File: config.mk
export PLATFORM = sky130hd
export DESIGN_NAME = rseq_ctrl
export DESIGN_NICKNAME = d
export VERILOG_FILES = /design/src/rtl/rseq_pkg.sv /design/src/rtl/rseq_addr_cnt.sv /design/src/rtl/rseq_ctrl.sv
export SDC_FILE = /design/constraint.sdc
export NUM_CORES = 1
export LEC_CHECK = 0
export ABC_CLOCK_PERIOD_IN_PS = 3290
export BUFFER_PORTS_ARGS = -buffer_cell sky130_fd_sc_hd__buf_2
export CAP_MARGIN = 25
export CORE_ASPECT_RATIO = 0.5
export CORE_MARGIN = 4
export CORE_UTILIZATION = 28
export DETAILED_ROUTE_END_ITERATION = 7
export PLACE_DENSITY_LB_ADDON = 0.08
export SLEW_MARGIN = 30
export SYNTH_ARGS = -nofsm -noshare
export SYNTH_HDL_FRONTEND = slang
export SYNTH_SLANG_ARGS = --single-unit
File: constraint.sdc
create_clock -name clk -period 3.29 [get_ports clk]
set_clock_uncertainty 0.1 [all_clocks]
set_input_delay 0.1645 -clock clk [delete_from_list [all_inputs] [get_ports clk]]
set_output_delay 0.1645 -clock clk [all_outputs]
set_load 0.05 [all_outputs]
File: src/rtl/rseq_pkg.sv
// ============================================================================
// Module   : rseq_pkg
// Purpose  : Shared constants and state encoding for the micro-op ROM sequencer.
// Revision : 1.0  initial release
// ============================================================================
`default_nettype none

package rseq_pkg;

    localparam int VEC_W  = 8;
    localparam int ADDR_W = 3;

    typedef logic [1:0] state_t;

    localparam state_t IDLE   = 2'd0;
    localparam state_t DRAIN  = 2'd1;
    localparam state_t ISSUE  = 2'd2;
    localparam state_t FINISH = 2'd3;

    localparam logic [ADDR_W-1:0] INT_START  = 3'd0;
    localparam logic [ADDR_W-1:0] INT_LAST   = 3'd3;
    localparam logic [ADDR_W-1:0] IRET_START = 3'd4;
    localparam logic [ADDR_W-1:0] IRET_LAST  = 3'd6;

endpackage

`default_nettype wire

File: src/rtl/rseq_addr_cnt.sv
// ============================================================================
// Module   : rseq_addr_cnt
// Purpose  : Loadable ROM address counter with hold and terminal-word compare.
// Revision : 1.0  initial release
// ============================================================================
`default_nettype none

module rseq_addr_cnt
    import rseq_pkg::*;
(
    input  logic              clk,
    input  logic              rst_n,
    input  logic              i_load,
    input  logic [ADDR_W-1:0] i_load_addr,
    input  logic [ADDR_W-1:0] i_load_end,
    input  logic              i_step,
    output logic [ADDR_W-1:0] o_addr,
    output logic              o_at_end
);

    logic [ADDR_W-1:0] r_addr;
    logic [ADDR_W-1:0] r_end;

    assign o_addr   = r_addr;
    assign o_at_end = (r_addr == r_end);

    // The terminal guard keeps the counter from ever stepping past the last word.
    always_ff @(posedge clk or negedge rst_n) begin
        if (!rst_n) begin
            r_addr <= '0;
            r_end  <= '0;
        end else if (i_load) begin
            r_addr <= i_load_addr;
            r_end  <= i_load_end;
        end else if (i_step && !o_at_end) begin
            r_addr <= r_addr + 1'b1;
        end
    end

endmodule

`default_nettype wire

File: src/rtl/rseq_ctrl.sv
// ============================================================================
// Module   : rseq_ctrl
// Purpose  : Sequencer for the interrupt/exception/IRET micro-op ROM.
// Revision : 1.0  initial release
// ============================================================================
`default_nettype none

module rseq_ctrl
    import rseq_pkg::*;
(
    input  logic              clk,
    input  logic              rst_n,
    input  logic              exc_req,
    input  logic [VEC_W-1:0]  exc_vec,
    input  logic              int_req,
    input  logic [VEC_W-1:0]  int_vec,
    input  logic              if_flag,
    input  logic              iret_dec,
    input  logic              pipe_empty,
    input  logic              dec_stall,
    output logic [ADDR_W-1:0] rseq_addr,
    output logic              rseq_oe,
    output logic [VEC_W-1:0]  rseq_vec,
    output logic              fetch_stall,
    output logic              exc_ack,
    output logic              int_ack,
    output logic              rseq_done
);

    state_t            r_state;
    state_t            w_state_nxt;
    logic              w_load;
    logic [ADDR_W-1:0] w_load_addr;
    logic [ADDR_W-1:0] w_load_end;
    logic              w_step;
    logic              w_take_exc;
    logic              w_take_int;
    logic              w_at_end;
    logic              w_oe_nxt;
    logic              w_done_nxt;
    logic              w_fs_nxt;
    logic [VEC_W-1:0]  w_vec_nxt;

    rseq_addr_cnt u_addr_cnt (
        .clk         (clk),
        .rst_n       (rst_n),
        .i_load      (w_load),
        .i_load_addr (w_load_addr),
        .i_load_end  (w_load_end),
        .i_step      (w_step),
        .o_addr      (rseq_addr),
        .o_at_end    (w_at_end)
    );

    // Outputs are registered from the next-state decode so they line up with the state.
    always_ff @(posedge clk or negedge rst_n) begin
        if (!rst_n) begin
            r_state     <= IDLE;
            rseq_oe     <= 1'b0;
            rseq_done   <= 1'b0;
            fetch_stall <= 1'b0;
            exc_ack     <= 1'b0;
            int_ack     <= 1'b0;
            rseq_vec    <= '0;
        end else begin
            r_state     <= w_state_nxt;
            rseq_oe     <= w_oe_nxt;
            rseq_done   <= w_done_nxt;
            fetch_stall <= w_fs_nxt;
            exc_ack     <= w_take_exc;
            int_ack     <= w_take_int;
            rseq_vec    <= w_vec_nxt;
        end
    end

    always_comb begin
        w_state_nxt = r_state;
        w_load      = 1'b0;
        w_load_addr = INT_START;
        w_load_end  = INT_LAST;
        w_step      = 1'b0;
        w_take_exc  = 1'b0;
        w_take_int  = 1'b0;
        case (r_state)
            IDLE: begin
                if (exc_req) begin
                    w_take_exc  = 1'b1;
                    w_load      = 1'b1;
                    w_state_nxt = DRAIN;
                end else if (int_req && if_flag) begin
                    w_take_int  = 1'b1;
                    w_load      = 1'b1;
                    w_state_nxt = DRAIN;
                end else if (iret_dec) begin
                    w_load      = 1'b1;
                    w_load_addr = IRET_START;
                    w_load_end  = IRET_LAST;
                    w_state_nxt = ISSUE;
                end
            end
            DRAIN: begin
                if (exc_req) begin
                    w_take_exc = 1'b1;
                    w_load     = 1'b1;
                end else if (pipe_empty) begin
                    w_state_nxt = ISSUE;
                end
            end
            ISSUE: begin
                // A nested fault abandons the partial sequence and restarts the drain.
                if (exc_req) begin
                    w_take_exc  = 1'b1;
                    w_load      = 1'b1;
                    w_state_nxt = DRAIN;
                end else if (!dec_stall) begin
                    if (w_at_end) begin
                        w_state_nxt = FINISH;
                    end else begin
                        w_step = 1'b1;
                    end
                end
            end
            FINISH: begin
                w_state_nxt = IDLE;
            end
            default: begin
                w_state_nxt = IDLE;
            end
        endcase
    end

    always_comb begin
        w_oe_nxt   = (w_state_nxt == ISSUE);
        w_done_nxt = (w_state_nxt == FINISH);
        w_fs_nxt   = (w_state_nxt != IDLE);
        w_vec_nxt  = rseq_vec;
        if (w_take_exc) begin
            w_vec_nxt = exc_vec;
        end else if (w_take_int) begin
            w_vec_nxt = int_vec;
        end
    end

endmodule

`default_nettype wire

**After elaboration in Yosys (flattened, before gate mapping)**

Cells that the tools add are included.
Widths: inputs -> output; s select.

- Flip-flop bits (word level): 21
- Output and inout bits: 16

- Reductions and logical operators: 9
- $add $sub $neg: 1
- Equality and inequality tests: 6
- Mux-type cells: 34

Operator list:

| operator | number |
|---|---|
| $mux 3 | 10 |
| $mux 2 | 8 |
| $mux 8 | 2 |
| $mux 1 | 12 |
| $eq 2x2->1 const B | 4 |
| $pmux 2 s4 | 1 |
| $reduce_bool 2->1 | 3 |
| $add 3x1->3 const B | 1 |
| $eq 3x3->1 | 1 |
| $reduce_or 3->1 | 1 |
| $eq 2x1->1 const B | 1 |
| $logic_and 1x1->1 | 2 |
| $logic_not 2->1 | 1 |
| $pmux 1 s2 | 1 |
| $reduce_or 2->1 | 1 |
| $logic_not 1->1 | 1 |

**Longest topological paths before layout**

Gate-level depths: netlist (run 1).

- Word-level depth: 8
- Gate-level depth with buffers: 7
- Gate-level depth less buffers: 6

**By module**

From an unflattened synthesis (run 1), not the netlist that was laid out.

- Cells, all modules: 118
- Area, all modules: 1228.7 um^2

By module, submodules not included:

| module | instances | cells an instance | area each (um^2) |
|---|---|---|---|
| rseq_ctrl | 1 | 80 | 803.3 |
| rseq_addr_cnt | 1 | 38 | 425.4 |

**Worst setup path after synthesis (run 1)**

No wires, ideal clock.

- Path type: register to register
- Start point: reg r_state[0]
- End point: reg u_addr_cnt.r_addr[1] (netlist: u_addr_cnt.o_addr[1])
- Path buffers: 0
- Data required time: 3.054 ns
- Arrival: 1.577 ns
- Stages on the path, launching flop included: 7
- Path slack: 1.477 ns
- Library setup time: 0.136 ns
- Cells stage by stage: dfrtp_1 inv_1 ha_1 or3b_1 a31oi_1 mux2i_1 nor2_1

- Longest elaborated chain between the ends: 4

RTL lines:

| element | line | source |
|---|---|---|
| from (decl) | rseq_ctrl.sv:30 | `state_t r_state;` |
| from (signal assigned) | rseq_ctrl.sv:66 | `r_state <= w_state_nxt;` |
| $eq 2x2->1 / $eq 2x1->1 (equally long branches) | rseq_ctrl.sv:84 | `case (r_state)` |
| $reduce_or 2->1 (no line) / $mux 1 (equally long branches) | -- |  |
| $pmux 1 s2 / $logic_and 1x1->1 (equally long branches) | rseq_ctrl.sv:84, rseq_addr_cnt.sv:35 |  |
| $mux 3 / $reduce_bool 2->1 (equally long branches) | -- |  |
| to (signal assigned) | rseq_addr_cnt.sv:33 | `r_addr <= i_load_addr;` |
| to (signal assigned) | rseq_addr_cnt.sv:36 | `r_addr <= r_addr + 1'b1;` |
| to (decl) | rseq_addr_cnt.sv:21 | `logic [ADDR_W-1:0] r_addr;` |

Parallel ways exist; a longest one is shown, timed or not.
A chain may end at the register's enable or synchronous reset.

**Final worst setup path (run 1)**

- Start point: reg r_state[0]
- End point: reg rseq_vec[1]

- Longest elaborated chain between the ends: 4

RTL lines:

| element | line | source |
|---|---|---|
| $eq 2x2->1, or another cell as far along | rseq_ctrl.sv:84 |  |
| $reduce_or 3->1 (no line) | -- |  |
| $mux 1 | -- |  |
| $mux 8 / $reduce_bool 2->1 (equally long branches) | -- |  |
| to (signal assigned) | rseq_ctrl.sv:72 | `rseq_vec <= w_vec_nxt;` |
| to (decl) | rseq_ctrl.sv:23 | `output logic [VEC_W-1:0] rseq_vec,` |

Parallel ways exist; a longest one is shown, timed or not.

==> metrics, run 1 <==
number of buffers on the longest clock path=2; Final Total Pwr=between 0.001 and 0.0015 W; total inserted antenna cells=0; Hold Vio Cnt, Final=0; via count normalized by instance count=about 4.5; number of flops mapped to enable cells by yosys=0; maximum number of pins on one net before global-route repair=22; register bit total from synthesis=21; Synth area leaders=sky130_fd_sc_hd__dfrtp_1, sky130_fd_sc_hd__mux2i_1, sky130_fd_sc_hd__ha_1; length of the first detailed-routing pass in iterations=4; Top-Level Pins=40; per-cell routed wire length=~13 um; kind of end point of the critical path=flip-flop; actual slew at the worst max-slew pin=570 ps; post_cts resized=0; Max Clock Freq=467 MHz; setup repair after global routing missed its margin=false; insertion delay of the later-clocked pin in the worst-skew pair=between 200 and 300 ps; CTS root buf=sky130_fd_sc_hd__clkbuf_8; startpoint class of the critical path=flip-flop; Sinks on Clock Net=21; Worst Path Max Fanout=9; Die ar.=slightly above 5000 um2; total negative slack for setup checks=0 ps; via total after detailed routing=roughly 870; mean instance size in the synthesized netlist=11.1 um2; final max-slew violation count=0; synthesized netlist cell count=100; start-to-end type of the worst setup path=reg -> reg; number of different library cells in the post-synthesis netlist=34; ratio of cells with drive above 1 in the final layout=a little under two fifths; height of the chip=~52 um; Critical path buffers and inverters=1; Cell Rows=15; final weighted congestion in routability-driven placement=between 0.7 and 0.8; Setup Fix Bufs, Post-CTS=0; DP Wirelength=between 1500 and 2000 um; power density relative to cell area=~800 nW/um2; Post-Route WL=between 2000 and 3000 um; cells along the critical path=inv_1 -> ha_1 -> and2b_1 -> nand3_1 -> mux2i_1 -> o21ai_0; width of the chip=about 97 um; Max H-tree Level=1; number of antenna violations at the first check in global routing=0; class of the tightest hold or removal check=in -> reg; GRT overflow=0; critical path data required time=roughly 3300 ps; Mapped Nets=around 130; most frequent cells in the layout=sky130_fd_sc_hd__buf_2, sky130_fd_sc_hd__dfrtp_1, sky130_fd_sc_hd__nand2_1, sky130_fd_sc_hd__mux2i_1, sky130_fd_sc_hd__o21ai_0; Layout fillers=between 300 and 400; cell family with most CP delay=simple AND/OR/NAND/NOR gates; first-pass GRT wire length=just over 4000 um; worst vdd ir=around 0.16 mV; number of warnings issued by yosys=0; number of CTS-inserted buffers=3; post-synthesis sequential area ratio=about 48%; peak per-stage delay on the critical path=between 400 and 500 ps; Worst-path clk slew=around 80 ps; All-Layer GR Usage=roughly 10%; top-area cell type share of the netlist area=a little under half; global route hottest layer=met2; arrival time of data at the critical path endpoint=about 2200 ps; asr flop ratio synth=100%; initial core utilization=around 31%; top_reg_cell synth=sky130_fd_sc_hd__dfrtp_1; most common cell after layout, fill and taps aside=sky130_fd_sc_hd__buf_2; slew margin rel.=approximately 62%; drt drc=0; number of nets with antenna violations after routing=0; TritonCTS clock tree=yes; crit path max-delay cell type=sky130_fd_sc_hd__dfrtp_1; Starting DRT DRC Count=28; Area growth syn-to-layout=28.5%; synthesized area=roughly 1100 um2; vias in the first global route=roughly 830; met1 track utilization from global routing=between 10% and 20%; multi-input gate area in the final layout=~550 um2; nets=approximately 170; leakage component of the power=between 0.7 and 0.8 nW; post-synthesis cell type with the largest combined area=sky130_fd_sc_hd__dfrtp_1; area of the core=roughly 3600 um2; total setup violations reported at the end of the flow=0; outcome=complete, no violations; Port Buffer Count=39; met3 Track Usage GR=approximately 4%; Sequential cell area=approximately 530 um2; maximum capacitance violations=0; period utilisation layout=~65%; met2 track utilization from global routing=between 15 and 20%; final critical path time including I/O delays and setup=about 2100 ps
[cells in the mapped netlist, drive strengths merged, types with 2 or more instances]
master and instances:
nand4 2, xnor2 5, nor2 4, mux2i 9
or3b 2, ha 5, nand2 11, a21oi 2
a31oi 2, inv 6, dfrtp 21, a311oi 3
a21boi 2, buf 2, o21ai 10
[report_power, final]
| part | internal [W] | leakage, nW | total [W] | switching (W) |
|---|---|---|---|---|
| clock network | 0.0000844 | 0.0255 | 0.000173 | 0.0000888 |
| logic | 0.000191 | 0.465 | 0.000585 | 0.000394 |
| registers | 0.000333 | 0.260 | 0.000390 | 0.0000574 |
[worst register-to-register path: stages (launching register included)]
cell                      delay [ps]
sky130_fd_sc_hd__dfrtp_1         450
sky130_fd_sc_hd__inv_1           130
sky130_fd_sc_hd__ha_1            280
sky130_fd_sc_hd__and2b_1         220
sky130_fd_sc_hd__nand3_1         430
sky130_fd_sc_hd__mux2i_1         290
sky130_fd_sc_hd__o21ai_0         110
[layer usage]
metal  share of wire [%]  vias up
li1                    -      439
met1                  49      407
met2                  44       27
met3                 7.6        0
met4                   0        0
met5                   0        -
[stage by stage]
stage               hold WS (ps)  worst slack (ps)  util, %  instance area [um2]  std cells
floorplan                   -231              1480        -                 1110        100
global placement            68.4              1180     37.5                 1350        188
detailed placement          69.5              1110     37.5                 1350        188
CTS                         5.81              1110     39.4                 1420        194
global route                22.2               931     39.4                 1420        194
finish                      8.85              1150     39.4                 1420        194
[path summary, 6_finish.rpt]
path,from,to,cells after the start,slack (ps)
worst min-delay path,exc_vec[3],rseq_vec[3]$_DFFE_PN0P_,3,9
worst min register to register,u_addr_cnt.r_end[1]$_DFFE_PN0P_,u_addr_cnt.r_end[1]$_DFFE_PN0P_,1,430
min in group asynchronous,rst_n,u_addr_cnt.r_end[1]$_DFFE_PN0P_,2,300
max in group asynchronous,rst_n,u_addr_cnt.r_end[2]$_DFFE_PN0P_,2,2450
worst max-delay path,r_state[0]$_DFF_PN0_,rseq_vec[1]$_DFFE_PN0P_,6,1150
worst max register to register,r_state[0]$_DFF_PN0_,rseq_vec[1]$_DFFE_PN0P_,6,1150
[timing repair]
item / in CTS / in global routing
setup endpoints to repair: 0 / 0
endpoints found under the hold margin: 22 / 0
hold buffers: 2 / 0
[layout make-up]
type                            count  area share (%)
Clock inverter                      1           0.352
Clock buffer                        3            2.90
Multi-Input combinational cell     71            38.6
Sequential cell                    21            37.0
Tap cell                           51            4.49
Timing Repair Buffer               41            15.1
Inverter                            6            1.58
[kinds of logic (layout without fill, tap and decap cells)]
family                     count (synthesis)  count (layout)  share of synthesized area (%)
muxes                                      9               9                           8.15
DFF                                       21              21                           47.5
and+or+nand+nor                           27              27                           12.9
xor gates and xnor gates                   5               5                           6.00
AOI/OAI and AO/OA                         25              25                           16.6
adders and majority gates                  5               5                           5.66
buffers and inverters                      8              51                           3.17
[sequential cells by signal (all words and copies together) (netlist names)]
register,cells
u_addr_cnt.o_addr,3
rseq_oe,1
r_state,2
fetch_stall,1
exc_ack,1
u_addr_cnt.r_end,3
rseq_vec,8
int_ack,1
rseq_done,1
Power figures use the tool's default switching activity.
==> run 2: changes to the inputs <==
- ABC_AREA: not set -> 1
- ABC_CLOCK_PERIOD_IN_PS: 3290 -> 1850
- clock period: 3.29 -> 1.85 ns (I/O delays scaled with it)
==> run 2 against run 1 <==
Cell count grew 24%. Register-to-register slack lost 1000 ps. Core utilization increased by 4.0 points. Non-clock buffer count increased by 16. Critical endpoint is now u_addr_cnt.r_end[1]$_DFFE_PN0P_. Maximum frequency up 25%. Count of clock-buffer cells in the layout unchanged. Synthesized area rose by 1.4%. Via count grew 17%. Setup slack lost 1000 ps.
==> metrics, run 2 <==
outcome=complete, no violations (unchanged); setup repair after global routing missed its margin=false (unchanged); Worst-path clk slew=80 ps (about the same); post-synthesis cell type with the largest combined area=sky130_fd_sc_hd__dfrtp_1 (unchanged); power density relative to cell area=1490 nW/um2 (was 808 nW/um2); top-area cell type share of the netlist area=46.9% (was 47.5%); Synth area leaders=sky130_fd_sc_hd__dfrtp_1, sky130_fd_sc_hd__nand2_1, sky130_fd_sc_hd__ha_1 (was sky130_fd_sc_hd__dfrtp_1, sky130_fd_sc_hd__mux2i_1, sky130_fd_sc_hd__ha_1); switching portion of total power=50.6% (was 47.1%); number of CTS-inserted buffers=3 (unchanged); length of the first detailed-routing pass in iterations=3 (was 4); mean instance size in the synthesized netlist=8.49 um2 (was 11.1 um2); initial core utilization=30.8% (was 30.7%); period utilisation layout=92.8% (was 65.2%); class of the tightest hold or removal check=in -> reg (unchanged); synthesized area=1120 um2 (was 1110 um2); top_reg_cell synth=sky130_fd_sc_hd__dfrtp_1 (unchanged); number of different library cells in the post-synthesis netlist=26 (was 34); startpoint class of the critical path=flip-flop (unchanged); fraction of power consumed by the clock network=12.8% (was 15.1%); Port Buffer Count=39 (unchanged); most frequent cells in the layout=sky130_fd_sc_hd__nand2_1, sky130_fd_sc_hd__buf_2, sky130_fd_sc_hd__dfrtp_1, sky130_fd_sc_hd__dlygate4sd3_1, sky130_fd_sc_hd__inv_1 (was sky130_fd_sc_hd__buf_2, sky130_fd_sc_hd__dfrtp_1, sky130_fd_sc_hd__nand2_1, sky130_fd_sc_hd__mux2i_1, sky130_fd_sc_hd__o21ai_0); number of nets with antenna violations after routing=0 (unchanged); width of the chip=97.5 um (was 96.9 um); kind of end point of the critical path=flip-flop (unchanged); total negative slack for setup checks=0 ps (unchanged); most frequent cell after synthesis=sky130_fd_sc_hd__nand2_1 (was sky130_fd_sc_hd__dfrtp_1); number of buffers on the longest clock path=2 (unchanged); via total after detailed routing=1018 (was 873); maximum number of pins on one net before global-route repair=22 (unchanged); insertion delay of the later-clocked pin in the worst-skew pair=260 ps (about the same); final weighted congestion in routability-driven placement=0.843 (was 0.744); Hold Vio Cnt, Final=0 (unchanged); Top-Level Pins=40 (unchanged); Int Pwr=0.00116 W (was 0.000608 W); nets=220 (was 173); switching component of the power=0.00119 W (was 0.000540 W); most common cell after layout, fill and taps aside=sky130_fd_sc_hd__nand2_1 (was sky130_fd_sc_hd__buf_2); slew margin rel.=67.9% (was 61.9%); Max Clock Freq=583 MHz (was 467 MHz); Cell Rows=15 (unchanged); flip-flop count of the largest register, all copies and words added=8 (unchanged); GRT overflow=0 (unchanged); ratio of cells with drive above 1 in the final layout=31.1% (was 37.8%); All-Layer GR Usage=10.9% (was 10.1%); cell area reported after detailed placement=1370 um2 (was 1350 um2); total setup violations reported at the end of the flow=0 (unchanged); Post-Route WL=2660 um (was 2530 um); height of the chip=52.7 um (was 52.4 um); drt drc=0 (unchanged); DP Wirelength=2000 um (was 1890 um); number of warnings issued by yosys=0 (unchanged); Starting DRT DRC Count=30 (was 28); placed instance count=221 (was 188); final max-slew violation count=0 (unchanged); TritonCTS clock tree=yes (unchanged); number of antenna violations at the first check in global routing=0 (unchanged); CTS root buf=sky130_fd_sc_hd__clkbuf_8 (unchanged); Area growth syn-to-layout=41.1% (was 28.5%); vias in the first global route=986 (was 832); Worst Path Max Fanout=5 (was 9); largest reg by FF count=rseq_vec (unchanged); Mapped Nets=161 (was 129); synthesized netlist cell count=132 (was 100); Max H-tree Level=1 (unchanged); Layout fillers=374 (was 380); first-pass GRT wire length=4330 um (was 4030 um); Combinational Power Share=56.4% (was 50.9%); top post-synthesis cells by count=sky130_fd_sc_hd__nand2_1, sky130_fd_sc_hd__dfrtp_1, sky130_fd_sc_hd__inv_1 (was sky130_fd_sc_hd__dfrtp_1, sky130_fd_sc_hd__nand2_1, sky130_fd_sc_hd__mux2i_1, sky130_fd_sc_hd__o21ai_0, sky130_fd_sc_hd__inv_1); actual slew at the worst max-slew pin=481 ps (was 570 ps); leakage component of the power=0.818 nW (was 0.751 nW); Setup Fix Bufs, Post-CTS=0 (unchanged); per-cell routed wire length=11.1 um (was 13.0 um); area of the core=3640 um2 (was 3600 um2); total inserted antenna cells=0 (unchanged); post-layout instance area=1580 um2 (was 1420 um2); fraction of the core area covered by cells at the end of the flow=43.4% (was 39.4%); Seq pwr share=30.8% (was 34.0%); post-synthesis sequential area ratio=46.9% (was 47.5%); number of flops mapped to enable cells by yosys=0 (unchanged); worst vdd ir=0.618 mV (was 0.158 mV); Die ar.=5140 um2 (was 5080 um2); start-to-end type of the worst setup path=reg -> reg (unchanged); final critical path time including I/O delays and setup=1720 ps (was 2140 ps); critical path data required time=1900 ps (was 3310 ps); asr flop ratio synth=100% (unchanged); maximum capacitance violations=0 (unchanged); arrival time of data at the critical path endpoint=1760 ps (was 2160 ps); Sinks on Clock Net=21 (unchanged); register bit total from synthesis=21 (unchanged); via count normalized by instance count=4.22 (was 4.50); final std cells w/o fill=241 (was 194)
## run 2: critical path, stage by stage, from the launching register on
cell and delay [ps]:
sky130_fd_sc_hd__dfrtp_1 430, sky130_fd_sc_hd__inv_1 100, sky130_fd_sc_hd__ha_1 220, sky130_fd_sc_hd__inv_1 120, sky130_fd_sc_hd__nor2_1 50, sky130_fd_sc_hd__nand2_1 60, sky130_fd_sc_hd__and2_4 180, sky130_fd_sc_hd__clkinv_4 70
sky130_fd_sc_hd__or2_2 260
## run 2: final cells by class
class	count	area, um2	share of cell area [%]
clock buffer	3	41.3	2.61
clock inverter	1	5.00	0.316
inverter	15	61.3	3.88
timing repair buffer	57	383	24.2
tap	51	63.8	4.03
multi-input combinational	93	502	31.7
sequential	21	526	33.2
## run 2: path summary, 6_finish.rpt
path | startpoint | to | slack, ps | cells after the start
worst min-delay path | exc_vec[0] | rseq_vec[0]$_DFFE_PN0P_ | 9 | 3
min in group asynchronous | rst_n | int_ack$_DFF_PN0_ | 220 | 2
worst min register to register | u_addr_cnt.r_end[1]$_DFFE_PN0P_ | u_addr_cnt.r_end[1]$_DFFE_PN0P_ | 410 | 1
worst max-delay path | r_state[0]$_DFF_PN0_ | u_addr_cnt.r_end[1]$_DFFE_PN0P_ | 130 | 8
worst max register to register | r_state[0]$_DFF_PN0_ | u_addr_cnt.r_end[1]$_DFFE_PN0P_ | 130 | 8
max in group asynchronous | rst_n | rseq_oe$_DFF_PN0_ | 1100 | 2
## run 2: per-stage QoR
step	setup slack (ps)	hold slack, ps	power [W]
3_5_place_dp	170	-10.1	0.00203
5_1_grt	23.7	4.28	0.00254
2_1_floorplan	243	-303	0.00174
4_1_cts	160	3.14	0.00237
3_3_place_gp	183	-11.2	0.00204
6_report	134	9.31	0.00235
## run 2: what timing repair did
action | CTS | global route
setup endpoints to repair | 0 | 1
resized for setup | 0 | 1
hold buffers | 16 | 0
endpoints found under the hold margin | 29 | 0
## run 2: power by group through the flow
stage / clock (W) / combinational, W / sequential, W
floorplan: 0 / 0.000556 / 0.00119
global placement: 0 / 0.00131 / 0.000731
detailed placement: 0 / 0.00130 / 0.000738
CTS: 0.000317 / 0.00133 / 0.000729
global route: 0.000342 / 0.00145 / 0.000751
finish: 0.000301 / 0.00133 / 0.000725
## run 2: cell families (layout without fill, tap and decap cells)
logic type / count (synthesis) / in the layout / synth area share [%]
compound gates: 19 / 19 / 10.9
xor+xnor: 2 / 2 / 1.56
fa+ha+maj: 5 / 5 / 5.58
buf+inv: 18 / 76 / 8.71
flops: 21 / 21 / 46.9
simple gates: 67 / 67 / 26.3
## run 2: routing by layer
layer / vias to the layer above / track usage [%] / share of wire (%)
li1: 539 / - / -
met1: 450 / 12.5 / 48
met2: 25 / 18.9 / 44
met3: 4 / 4.78 / 7.5
met4: 0 / 2.53 / 0.75
met5: - / 0 / 0
